## src/rtl/ss_div_pkg.sv

```systemverilog
// ss_div_pkg: shared widths, FSM state encodings and the LFSR step function
// for the stochastic-symbol division controller.
package ss_div_pkg;

  localparam int SS_W   = 3;
  localparam int OPND_W = 10;
  localparam int RAND_W = 8;

  // Feedback taps for x^8+x^6+x^5+x^4+1 (bits 7,5,4,3 of the state).
  localparam logic [RAND_W-1:0] LFSR_TAPS = 8'hB8;

  typedef logic [2:0] state_t;

  localparam state_t ST_IDLE  = 3'd0;
  localparam state_t ST_FLUSH = 3'd1;
  localparam state_t ST_WARM  = 3'd2;
  localparam state_t ST_RUN   = 3'd3;
  localparam state_t ST_DONE  = 3'd4;

  // One Fibonacci step: shift left, parity of tapped bits enters bit 0.
  function automatic logic [RAND_W-1:0] lfsr_advance(input logic [RAND_W-1:0] s);
    return {s[RAND_W-2:0], ^(s & LFSR_TAPS)};
  endfunction

endpackage

```

## src/rtl/ss_lfsr_8bit.sv

```systemverilog
// ss_lfsr_8bit: 8-bit Fibonacci LFSR with seed load and step enable.
// Reset and load both restart the sequence from the seed, so a nonzero
// seed keeps the state nonzero forever.
module ss_lfsr_8bit
  import ss_div_pkg::*;
(
  input  logic              clk,
  input  logic              rst,
  input  logic              load,
  input  logic [RAND_W-1:0] seed,
  input  logic              step,
  output logic [RAND_W-1:0] q
);

  // Seed on reset/load, otherwise advance one step when enabled.
  always_ff @(posedge clk) begin
    if (rst) begin
      q <= seed;
    end else if (load) begin
      q <= seed;
    end else if (step) begin
      q <= lfsr_advance(q);
    end
  end

endmodule

```

## src/rtl/ss_division_ctrl.sv

```systemverilog
// ss_division_ctrl: sequences one stochastic-symbol division evaluation.
// Accepts an (x,y) request, flushes the datapath, warms it up, accumulates
// dp_z_ss over WINDOW cycles and hands back the sum on a valid/ready channel.
// Optional feature macro: SS_DIV_ABORT_EN adds an 'abort' input that drops
// an in-flight evaluation (FLUSH/WARM/RUN) back to IDLE without a result.
module ss_division_ctrl
  import ss_div_pkg::*;
#(
  parameter int WINDOW = 256,
  parameter int WARMUP = 8,
  parameter int ACC_W  = 11,
  parameter logic [RAND_W-1:0] SEED_X = 8'hA5,
  parameter logic [RAND_W-1:0] SEED_Y = 8'h3C,
  parameter logic [RAND_W-1:0] SEED_Z = 8'h5A
) (
  input  logic              clk,
  input  logic              rst,
`ifdef SS_DIV_ABORT_EN
  input  logic              abort,
`endif
  input  logic              req_valid,
  output logic              req_ready,
  input  logic [OPND_W-1:0] req_x,
  input  logic [OPND_W-1:0] req_y,
  output logic [OPND_W-1:0] dp_x,
  output logic [OPND_W-1:0] dp_y,
  output logic [RAND_W-1:0] dp_x_rand,
  output logic [RAND_W-1:0] dp_y_rand,
  output logic [RAND_W-1:0] dp_z_rand,
  output logic              dp_rst,
  input  logic [SS_W-1:0]   dp_z_ss,
  output logic              res_valid,
  input  logic              res_ready,
  output logic [ACC_W-1:0]  res_count,
  output logic              busy
);

  localparam int CNT_MAX = (WINDOW > WARMUP) ? WINDOW : WARMUP;
  localparam int CNT_W   = $clog2(CNT_MAX + 1);
  // WARM_LAST is never compared when WARMUP is 0 because WARM is skipped.
  localparam logic [CNT_W-1:0] WARM_LAST = CNT_W'((WARMUP > 0) ? (WARMUP - 1) : 0);
  localparam logic [CNT_W-1:0] RUN_LAST  = CNT_W'(WINDOW - 1);

  state_t             state;
  state_t             state_next;
  logic [CNT_W-1:0]   cnt;
  logic [ACC_W-1:0]   acc;
  logic               in_flight;
  logic               lfsr_load;
  logic               lfsr_step;
  logic               abort_hit;

  assign in_flight = (state == ST_FLUSH) || (state == ST_WARM) || (state == ST_RUN);

`ifdef SS_DIV_ABORT_EN
  assign abort_hit = abort && in_flight;
`else
  assign abort_hit = 1'b0;
`endif

  assign lfsr_load = (state == ST_FLUSH);
  assign lfsr_step = (state == ST_WARM) || (state == ST_RUN);

  assign req_ready = (state == ST_IDLE);
  assign res_valid = (state == ST_DONE);
  assign busy      = (state != ST_IDLE);
  assign res_count = acc;
  // The datapath uses an active-low reset: hold it while we reset or flush.
  assign dp_rst    = ~(rst || (state == ST_FLUSH));

  // Next-state decode; an abort overrides every in-flight transition.
  always_comb begin
    state_next = state;
    case (state)
      ST_IDLE:  if (req_valid) state_next = ST_FLUSH;
      ST_FLUSH: state_next = (WARMUP > 0) ? ST_WARM : ST_RUN;
      ST_WARM:  if (cnt == WARM_LAST) state_next = ST_RUN;
      ST_RUN:   if (cnt == RUN_LAST) state_next = ST_DONE;
      ST_DONE:  if (res_ready) state_next = ST_IDLE;
      default:  state_next = ST_IDLE;
    endcase
    if (abort_hit) state_next = ST_IDLE;
  end

  // State register.
  always_ff @(posedge clk) begin
    if (rst) begin
      state <= ST_IDLE;
    end else begin
      state <= state_next;
    end
  end

  // Phase cycle counter: restarts on every state change, counts in WARM/RUN.
  always_ff @(posedge clk) begin
    if (rst) begin
      cnt <= '0;
    end else if (state_next != state) begin
      cnt <= '0;
    end else if (lfsr_step) begin
      cnt <= cnt + 1'b1;
    end
  end

  // Symbol accumulator: cleared on flush/abort, sums only RUN-cycle symbols.
  always_ff @(posedge clk) begin
    if (rst) begin
      acc <= '0;
    end else if ((state == ST_FLUSH) || abort_hit) begin
      acc <= '0;
    end else if (state == ST_RUN) begin
      acc <= acc + {{(ACC_W-SS_W){1'b0}}, dp_z_ss};
    end
  end

  // Operand capture on the request handshake.
  always_ff @(posedge clk) begin
    if (rst) begin
      dp_x <= '0;
      dp_y <= '0;
    end else if ((state == ST_IDLE) && req_valid) begin
      dp_x <= req_x;
      dp_y <= req_y;
    end
  end

  ss_lfsr_8bit u_lfsr_x (
    .clk  (clk),
    .rst  (rst),
    .load (lfsr_load),
    .seed (SEED_X),
    .step (lfsr_step),
    .q    (dp_x_rand)
  );

  ss_lfsr_8bit u_lfsr_y (
    .clk  (clk),
    .rst  (rst),
    .load (lfsr_load),
    .seed (SEED_Y),
    .step (lfsr_step),
    .q    (dp_y_rand)
  );

  ss_lfsr_8bit u_lfsr_z (
    .clk  (clk),
    .rst  (rst),
    .load (lfsr_load),
    .seed (SEED_Z),
    .step (lfsr_step),
    .q    (dp_z_rand)
  );

endmodule

```

## config.mk

```make
export PLATFORM = sky130hd
export DESIGN_NAME = ss_division_ctrl
export DESIGN_NICKNAME = d
export VERILOG_FILES = /design/src/rtl/ss_div_pkg.sv /design/src/rtl/ss_lfsr_8bit.sv /design/src/rtl/ss_division_ctrl.sv
export SDC_FILE = /design/constraint.sdc
export NUM_CORES = 1
export LEC_CHECK = 0
export CORE_MARGIN = 2
export CORE_UTILIZATION = 30
export DETAILED_ROUTE_END_ITERATION = 6
export DONT_BUFFER_PORTS = 1
export GPL_ROUTABILITY_DRIVEN = 0
export GPL_TIMING_DRIVEN = 1
export PLACE_DENSITY = 0.4
export SLEW_MARGIN = 10
export SYNTH_ARGS = -nofsm -noshare
export SYNTH_HDL_FRONTEND = slang
export SYNTH_SLANG_ARGS = --single-unit
```

## constraint.sdc

```tcl
create_clock -name clk -period 2.8 [get_ports clk]
set_clock_uncertainty 0.05 [all_clocks]
set_input_delay 0.56 -clock clk [delete_from_list [all_inputs] [get_ports clk]]
set_output_delay 0.56 -clock clk [all_outputs]
set_load 0.01 [all_outputs]
```

==> run_results.csv <==
group,metric,value,unit
floorplanning,ios,86,
floorplanning,die_area,0.0101,sq mm
critical_path,start_kind,"register",
clock_tree,clk_pin_slew,0.07,ns
critical_path,cp_slowest_cell,"dfxtp_1",
final_layout,post-route-util,0.338,
floorplanning,placementRows,35,
timing,slew_headroom,0.556,
critical_path,crit_start,"state[2]$_SDFF_PP0_",
critical_path,cpPeakStageDelay,0.62,ns
synthesis,yosysSeqAreaShare,0.479,
grt,grtUsageTotal,0.131,
route,drc,0,
route,dr.pass1.iters,4,
clock_tree,cts_setup_buffers,0,
critical_path,required,2.19,ns
synthesis,synth_nets,372,
clock_tree,cts_hold_buffers,0,
timing,rsz0062_at_grt,"false",
route,wire_per_inst,14.5,um
clock_tree,cts_root_buf,"clkbuf_8",
timing,finalCritPeriodShare,0.758,
synthesis,synth_cells,339,
synthesis,ys_warn_count,0,
route,drt_iter0_drc,70,
route,wl_met3,598,um
synthesis,synth-edff-count,0,
grt,first_global_vias,2131,
timing,holdWs,0.236,ns
route,num_vias,2237,
floorplanning,fp.dieH,101,um
grt,grt_pass1_wl,10.4,mm
timing,max_freq,471,MHz
floorplanning,dieWidth,101,um
critical_path,path_max_fanout,13,
route,ant_nets,0,
critical_path,path_class,"reg -> out",
timing,worst_slack,0.676,ns
critical_path,r2r_setup_slack,0.85,ns
grt,antenna_found_initial,0,
route,drt-total-wl,6.51,mm
synthesis,synth_cell_type_count,44,
route,wl_met2,2.85,mm
placed_design,io_buffers,0,
clock_tree,tritoncts,"done",
job,maxCapViolCount,0,
timing,min_period,2.12,ns
clock_tree,numClockSinks,67,
pwr,leakage,1.13,nW
final_layout,antenna_cells,0,
clock_tree,clock_path_buffers,2,
timing,fin_tns_setup,0,ns
critical_path,cp_top_family,"flip-flops",
clock_tree,cts_buffers,9,
synthesis,synth_flop_cell,"dfxtp_1",
route,met1_length,2.98,mm
timing,drv_slew,0,
route,maxUsedRoutingLayer,"met4",
pwr,irDropWorstVdd,0.229,mV
synthesis,synth_area,0.00280,sq mm
timing,tightest_slew,0.665,ns
synthesis,ys_async_sr_fraction,0,
critical_path,crit_chain,"nor3b_1 -> or2_1 -> inv_2",
final_layout,fin_nets,367,
critical_path,r2r-start,"state[2]$_SDFF_PP0_",
grt,grt_overflow,0,
grt,grt_max_degree,32,
clock_tree,cts.repair.resized,0,
pwr,p_total,2.03,mW
placed_design,dp_hpwl,4.35,mm
synthesis,synth-seq-cells,67,
critical_path,critPathBufInv,1,
min_path,hold_path_class,"in -> reg",
critical_path,arrival,1.51,ns
critical_path,crit_path_end_kind,"output pin",
final_layout,layout-drive-gt1-share,0.0855,
pwr,powerDensity,657,mW/mm^2
final_layout,syn_to_final_growth,10.2,%
placed_design,post-place-ws,0.771,ns
min_path,hp-start,"rst",
floorplanning,core-area,0.00915,sq mm
timing,hold_viol,0,
clock_tree,cts_max_level,3,
route,routed_via_density,4.97,
timing,setup_violations,0,
synthesis,syn_area_per_cell,8.27,sq um
clock_tree,clk_latency,0.33,ns
floorplanning,start_util,0.306,
run_status,status,"completed",
==> stage by stage <==
step | cell area [sq um] | instances
finish | 3090 | 450
global route | 3090 | 450
CTS | 3090 | 450
detailed placement | 2900 | 434
global placement | 2900 | 434
floorplan | 2800 | 339
==> registers in the layout (all words and copies together), names as in the netlist <==
| signal | count |
|---|---|
| res_count | 11 |
| dp_y | 10 |
| u_lfsr_x.q | 8 |
| state | 3 |
| cnt | 9 |
| u_lfsr_y.q | 8 |
| dp_x | 10 |
| u_lfsr_z.q | 8 |
==> path summary, 6_finish.rpt <==
kind                                        endpoint  cells past startpoint
worst max-delay path                          dp_rst                      3
worst min-delay path            dp_y[2]$_SDFFE_PP0P_                      1
worst max register to register  dp_x[8]$_SDFFE_PP0P_                      5
worst min register to register   cnt[1]$_SDFFE_PP0P_                      2
==> cells in the mapped netlist (3+ instances only) <==
master	count	area, sq um
a211oi_1	3	22.5
a21oi_1	39	195
buf_2	8	40.0
clkbuf_1	11	41.3
dfxtp_1	67	1340
ha_1	5	62.6
inv_1	6	22.5
nand2_1	92	345
nand3_1	15	75.1
nand4_1	3	18.8
nor2_1	17	63.8
nor3_1	4	20.0
o211ai_1	4	30.0
o21ai_0	5	25.0
or3_1	5	31.3
xnor2_1	13	114
xor2_1	6	52.6
==> kinds of logic (layout without fill, tap and decap cells) <==
logic type	after synthesis	in the layout	share of synthesized area
xor+xnor	19	19	0.0594
simple gates	153	153	0.247
flops	67	67	0.479
compound gates	64	64	0.139
buf+inv	30	30	0.0464
fa+ha+maj	6	6	0.0295
==> metal layers <==
metal | up-vias | GRT usage
li1 | 1121 | -
met5 | - | 0
met2 | 71 | 0.206
met1 | 1038 | 0.159
met3 | 7 | 0.0506
met4 | 0 | 0.0569
==> area by class of cell <==
class	instances	area, sq um
Inverter	8	30.0
Tap cell	111	139
Fill cell	976	6060
Timing Repair Buffer	6	45.0
Clock inverter	1	5.00
Clock buffer	15	186
Sequential cell	67	1340
Multi-Input combinational cell	242	1340
==> report_power, final <==
group          total, mW  switching, mW  internal [mW]
clock              0.763          0.345          0.419
combinational      0.193          0.120         0.0734
sequential          1.07         0.0694           1.00
==> cells in the final DEF, fill, tap and decap left out, types with 6 or more instances in the layout <==
master,netlist,layout
nand3_1,15,15
a21oi_1,39,39
xnor2_1,13,13
clkbuf_8,0,13
xor2_1,6,6
nand2_1,92,92
dfxtp_1,67,67
buf_4,2,6
nor2_1,17,17
inv_1,6,6
No activity file was read; power rests on OpenSTA's default activity.
